$ cat src/rtl/shift_sequencer.sv
// Command sequencer for an external load/shift-right register: loads a byte,
// issues N paced shift pulses, then captures the shifter output into result_o.
module shift_sequencer #(
    parameter int WIDTH = 8,
    parameter int AMT_W = 4,
    parameter int PACE  = 1
) (
    input  logic             clk_i,
    input  logic             rst_i,
    input  logic             start_i,
    input  logic [WIDTH-1:0] data_i,
    input  logic [AMT_W-1:0] amount_i,
    input  logic             arith_i,
    input  logic [WIDTH-1:0] q_in_i,
    output logic [WIDTH-1:0] load_val_o,
    output logic             load_n_o,
    output logic             shift_right_o,
    output logic             asr_o,
    output logic             busy_o,
    output logic             done_o,
    output logic [WIDTH-1:0] result_o
);
    // Hold counter runs 0..PACE-2, giving PACE-1 hold cycles between shifts.
    localparam int PW = (PACE > 2) ? $clog2(PACE - 1) : 1;
    localparam logic [PW-1:0]    WAIT_LAST = PW'((PACE > 1) ? (PACE - 2) : 0);
    localparam logic [AMT_W-1:0] AMT_MAX   = AMT_W'(WIDTH);
    localparam logic [AMT_W-1:0] AMT_ONE   = AMT_W'(1);

    typedef enum logic [2:0] {
        S_IDLE,
        S_LOAD,
        S_SHIFT,
        S_WAIT,
        S_CAPTURE,
        S_DONE
    } state_t;

    state_t           state_q, state_d;
    logic [WIDTH-1:0] data_q, data_d;
    logic             arith_q, arith_d;
    logic [AMT_W-1:0] rem_q, rem_d;
    logic [PW-1:0]    wait_q, wait_d;
    logic [WIDTH-1:0] result_q, result_d;

    always_ff @(posedge clk_i or posedge rst_i) begin
        if (rst_i) begin
            state_q  <= S_IDLE;
            data_q   <= '0;
            arith_q  <= 1'b0;
            rem_q    <= '0;
            wait_q   <= '0;
            result_q <= '0;
        end else begin
            state_q  <= state_d;
            data_q   <= data_d;
            arith_q  <= arith_d;
            rem_q    <= rem_d;
            wait_q   <= wait_d;
            result_q <= result_d;
        end
    end

    always_comb begin
        state_d  = state_q;
        data_d   = data_q;
        arith_d  = arith_q;
        rem_d    = rem_q;
        wait_d   = wait_q;
        result_d = result_q;
        case (state_q)
            S_IDLE: begin
                if (start_i) begin
                    data_d  = data_i;
                    arith_d = arith_i;
                    rem_d   = (amount_i > AMT_MAX) ? AMT_MAX : amount_i;
                    state_d = S_LOAD;
                end
            end
            S_LOAD: begin
                state_d = (rem_q != '0) ? S_SHIFT : S_CAPTURE;
            end
            S_SHIFT: begin
                rem_d = rem_q - AMT_ONE;
                if (rem_q == AMT_ONE) begin
                    state_d = S_CAPTURE;
                end else if (PACE > 1) begin
                    wait_d  = '0;
                    state_d = S_WAIT;
                end else begin
                    state_d = S_SHIFT;
                end
            end
            S_WAIT: begin
                if (wait_q == WAIT_LAST) begin
                    state_d = S_SHIFT;
                end else begin
                    wait_d = wait_q + PW'(1);
                end
            end
            S_CAPTURE: begin
                result_d = q_in_i;
                state_d  = S_DONE;
            end
            S_DONE: begin
                state_d = S_IDLE;
            end
            default: begin
                state_d = S_IDLE;
            end
        endcase
    end

    // Moore output decode: only registered state and command fields feed outputs.
    always_comb begin
        load_val_o    = '0;
        load_n_o      = 1'b1;
        shift_right_o = 1'b0;
        asr_o         = 1'b0;
        busy_o        = 1'b0;
        done_o        = 1'b0;
        result_o      = result_q;
        case (state_q)
            S_LOAD, S_SHIFT, S_WAIT, S_CAPTURE: begin
                busy_o     = 1'b1;
                asr_o      = arith_q;
                load_val_o = data_q;
                load_n_o   = (state_q != S_LOAD);
                shift_right_o = (state_q == S_SHIFT);
            end
            S_DONE: begin
                done_o = 1'b1;
            end
            default: begin
            end
        endcase
    end
endmodule

$ cat config.mk
export PLATFORM = sky130hd
export DESIGN_NAME = shift_sequencer
export DESIGN_NICKNAME = d
export VERILOG_FILES = /design/src/rtl/shift_sequencer.sv
export SDC_FILE = /design/constraint.sdc
export NUM_CORES = 1
export LEC_CHECK = 0
export CORE_UTILIZATION = 43
export DETAILED_ROUTE_END_ITERATION = 7
export PLACE_DENSITY = 0.9
export SLEW_MARGIN = 20
export SYNTH_ARGS = -nofsm -noshare
export SYNTH_HDL_FRONTEND = slang
export SYNTH_SLANG_ARGS = --single-unit
$ cat constraint.sdc
create_clock -name clk_i -period 1.8 [get_ports clk_i]
set_input_delay 0.36 -clock clk_i [delete_from_list [all_inputs] [get_ports clk_i]]
set_output_delay 0.36 -clock clk_i [all_outputs]
set_load 0.02 [all_outputs]
# == Word level (Yosys, flattened, before mapping) ==
# Cells that the tools add are included.
# word_totals
register_bits,25
input_bits,24
out_inout_bits,21
wordCells,40
# op_classes
n_addsub,2
order_cmp,1
eq_ne,9
muxes,15
n_reduce_logical,7
# op_table
op,n
$pmux W3 S5,1
$mux W3,4
$mux W4,2
$mux W8,1
$pmux W4 S2,1
$eq A3 B2 Y1 const B,2
$eq A3 B3 Y1 const B,2
$mux W1,6
$reduce_and A2 Y1,3
$eq A4 B1 Y1 const B,1
$gt A4 B4 Y1 const B,1
$ne A2 B2 Y1 const B,2
$reduce_bool A4 Y1,1
$reduce_or A4 Y1,1
$sub A4 B1 Y4 const B,1
$eq A3 B1 Y1 const B,1
$logic_not A3 Y1,1
$ne A3 B1 Y1 const B,1
$reduce_bool A2 Y1,1
$add A1 B1 Y1 const B,1

# == Logic depth before layout (Yosys ltp) ==
# depth
ltp_word,4
depth_mapped,5
depth_no_buf,5

# == Worst setup path before layout ==
# OpenSTA, ideal clock, no wires.
# synth_timing
kind,reg-to-output
start,register state_q[2]
end,output port asr_o
t_arrival_ns,1.453
required_time_ns,1.440
path_slack_ns,-0.013
path_stages_with_launch,4
path_buffers,1
cell_sequence,dfrtp_1 -> buf_2 -> xnor2_1 -> and2_1
# synth_between
elab_chain_len,3
elab_cells_between_ends,6
cone_classes,4 x eq/ne; 1 x mux; 1 x reduce/logical
# synth_lines
item,line_no,source
start: declaration,38,"state_t state_q, state_d;"
start signal: assignment,54,state_q <= state_d;
"$eq A3 B2 Y1, or another cell as far along",122,case (state_q)
$reduce_or A4 Y1 (*),122,
$mux W1 (*),122,
end: declaration,18,"output logic asr_o,"
# Mark *: on every way between the ends. The rest lies on a longest branch, timed or not.

# == Final worst setup path ==
# layout_timing
start,register state_q[2]
end,register rem_q[3]
# layout_between
elab_chain_len,3
elab_cells_between_ends,6
cone_classes,2 x eq/ne; 1 x mux; 3 x reduce/logical
# layout_lines
item,line_no,source
$eq A3 B2 Y1 or $logic_not A3 Y1 (tied branches),70,case (state_q)
$reduce_bool A2 Y1 (no line) or $ne A2 B2 Y1 (tied branches),n/a,
$reduce_and A2 Y1 (no line),n/a,
end signal: assignment,57,rem_q <= rem_d;
end: declaration,41,"logic [AMT_W-1:0] rem_q, rem_d;"
# Parallel ways exist; a longest one is shown, timed or not.
# A chain may end at the register's enable or synchronous reset.

==> results.sh <==
export IMPL_ys_async_sr_fraction_pct=100
export IMPL_cp_end_kind="flop"
export IMPL_synthMuxAreaShare_pct=8.71
export IMPL_ant_nets=0
export IMPL_n_antenna_cell=0
export IMPL_routabilityCongestion=0.820
export IMPL_synth_cell_types=25
export IMPL_drv_cap=0
export IMPL_initial_core_util_pct=46.1
export IMPL_fin_area_um2=1760
export IMPL_slew_viol_final=0
export IMPL_synth_area_per_cell_um2=10.1
export IMPL_final_cell_mix="clkdlybuf4s50_1, nand2_1, dfrtp_1, buf_4, and2_1"
export IMPL_start_kind="flop"
export IMPL_layout_commonest_cell="clkdlybuf4s50_1"
export IMPL_antenna_found_initial=0
export IMPL_grt_first_pass_wirelength_um=4170
export IMPL_cp_data_required_time_ns=2.00
export IMPL_syn_instance_count=115
export IMPL_dieArea_um2=2920
export IMPL_root_buffer="clkbuf_4"
export IMPL_synth_adder_area_share_pct=3.23
export IMPL_drive_gt1_share_pct=20.6
export IMPL_drcViolationCount=0
export IMPL_synth_cell_area_um2=1160
export IMPL_cp_arrival_ns=1.98
export IMPL_synth_top_family_by_area="simple AND/OR/NAND/NOR gates"
export IMPL_post_drt_wl_per_cell_um=13.5
export IMPL_leakage_uw=0.000845
export IMPL_grt_remaining_overflow=0
export IMPL_routed_via_density=5.07
export IMPL_max_slew_margin_pct=77.4
export IMPL_status="completed"
export IMPL_finalSetupViolCount=0
export IMPL_yosysSeqAreaShare_pct=51.6
export IMPL_cts_tree="yes"
export IMPL_min_period_over_period_pct=98.7
export IMPL_worstMarginPinSlew_ns=0.339
export IMPL_finalNetCount=198
export IMPL_grt_max_degree=25
export IMPL_die_y_um=54.0
export IMPL_synth_area_top_cells="dfrtp_1, nand2_1, mux2_1"
export IMPL_hold_violations=0
export IMPL_clk_pin_slew_ns=0.12
export IMPL_clk_latency_ns=0.30
export IMPL_hold_path_class="input pin to async pin"
export IMPL_synth_xor_area_share_pct=1.51
export IMPL_ioPinCount=45
export IMPL_whs_ns=0.380
export IMPL_vias=1013
export IMPL_first_pass_iters=4
export IMPL_dpl_cell_area_um2=1710
export IMPL_core_um2=2520
export IMPL_nFillCells=187
export IMPL_synth_simple_area_share_pct=24.9
export IMPL_fp_row_count=18
export IMPL_yosys_warnings=0
export IMPL_totalWireLength_um=2710
export IMPL_grt_pass1_vias=1072
export IMPL_drt_iter0_drc=14
export IMPL_min_period_ns=1.78
export IMPL_synth_top_area_share_pct=51.6
export IMPL_synth_seq_cells=24
export IMPL_hpwl_um=2160
export IMPL_synthFlopType="dfrtp_1"
export IMPL_synth_fp_nets=142
export IMPL_cts_buffer_depth=2
export IMPL_synth_compound_area_share_pct=6.02
export IMPL_cts_htree_levels=1
export IMPL_ctsHoldBuffers=0
export IMPL_area_growth_pct=51.3
export IMPL_rsz0062_at_grt="yes"
export IMPL_port_buffers=44
export IMPL_die_w_um=54.0
export IMPL_fmax_mhz=563
export IMPL_grt_usage_pct=20.3
export IMPL_crit_type="flop to flop"
export IMPL_synth_edf_count=0
export IMPL_crit_path_max_fanout=4
export IMPL_yosys_area_top_type="dfrtp_1"
export IMPL_power_density_nw_per_um2=1690
export IMPL_fin_skew_ns=0.00127
export IMPL_ir_drop_mv=1.25
export IMPL_cts_sinks=24
export IMPL_numCtsBuffers=3
[worst max-delay path, stage by stage (launching register included)]
cell and delay, ns:
dfrtp_2 0.48, or3b_4 0.44, inv_4 0.07, buf_4 0.12
mux2_1 0.32, o221a_1 0.24
[metrics by stage]
step	setup slack, ns	util, %	setup TNS, ns	total power (µW)	instances
finish	0.0242	69.8	0	2980	200
global route	-0.0501	69.8	-0.184	3180	200
CTS	0.000692	68.3	0	2870	200
detailed placement	-0.160	67.7	-2.30	2640	195
global placement	-0.123	67.7	-1.56	2550	195
floorplan	0.119	-	0	1860	115
[synth_stat cells (3+ instances only)]
master / number
a31oi_1: 4
and2_1: 11
buf_2: 5
dfrtp_1: 24
ha_1: 3
inv_1: 4
mux2_1: 9
nand2_1: 30
nand3b_1: 4
nor2_1: 3
[flip-flops by register name (all words and copies together), names as in the netlist]
register,count
data_q,8
result_o,8
rem_q,4
state_q,3
arith_q,1
[kinds of logic (layout without fill, tap and decap cells)]
kind of cell | Yosys count | in the layout
xor+xnor | 2 | 2
buf+inv | 10 | 65
flops | 24 | 24
compound gates | 10 | 10
fa+ha+maj | 3 | 3
mux | 9 | 9
simple gates | 57 | 57
[final timing paths]
check	startpoint	endpoint	slack, ns	cells past startpoint
max	state_q[2]	rem_q[3]	0.02	5
min	rst_i	result_o[4]	0.38	3
max reg2reg	state_q[2]	rem_q[3]	0.02	5
min reg2reg	data_q[0]	data_q[0]	0.48	2
max in group asynchronous	rst_i	state_q[2]	1.17	3
min in group clk_i	data_q[0]	data_q[0]	0.48	2
[layout make-up]
class | count | area [µm²] | share of cell area [%]
multi-input combinational | 81 | 546 | 31.0
sequential | 24 | 602 | 34.2
inverter | 5 | 21.3 | 1.21
timing repair buffer | 56 | 518 | 29.4
tap | 30 | 37.5 | 2.13
clock buffer | 4 | 36.3 | 2.06
[metal layers]
metal	wire length (µm)	vias to the layer above	track usage, %
li1	-	492	-
met1	1050	491	21.3
met2	1540	28	39.7
met3	107	2	2.54
met4	10	0	8.97
met5	0	-	0
[where the power goes]
group | total, µW | switching (µW) | internal [µW]
Combinational | 1780 | 893 | 889
Clock | 273 | 150 | 123
Sequential | 928 | 155 | 773
Total | 2980 | 1200 | 1790
[timing repair]
action	in CTS	in global routing
pin swaps	1	1
setup endpoints to repair	13	12
setup buffers	1	0
resized for setup	56	18
Power figures use the tool's default switching activity.
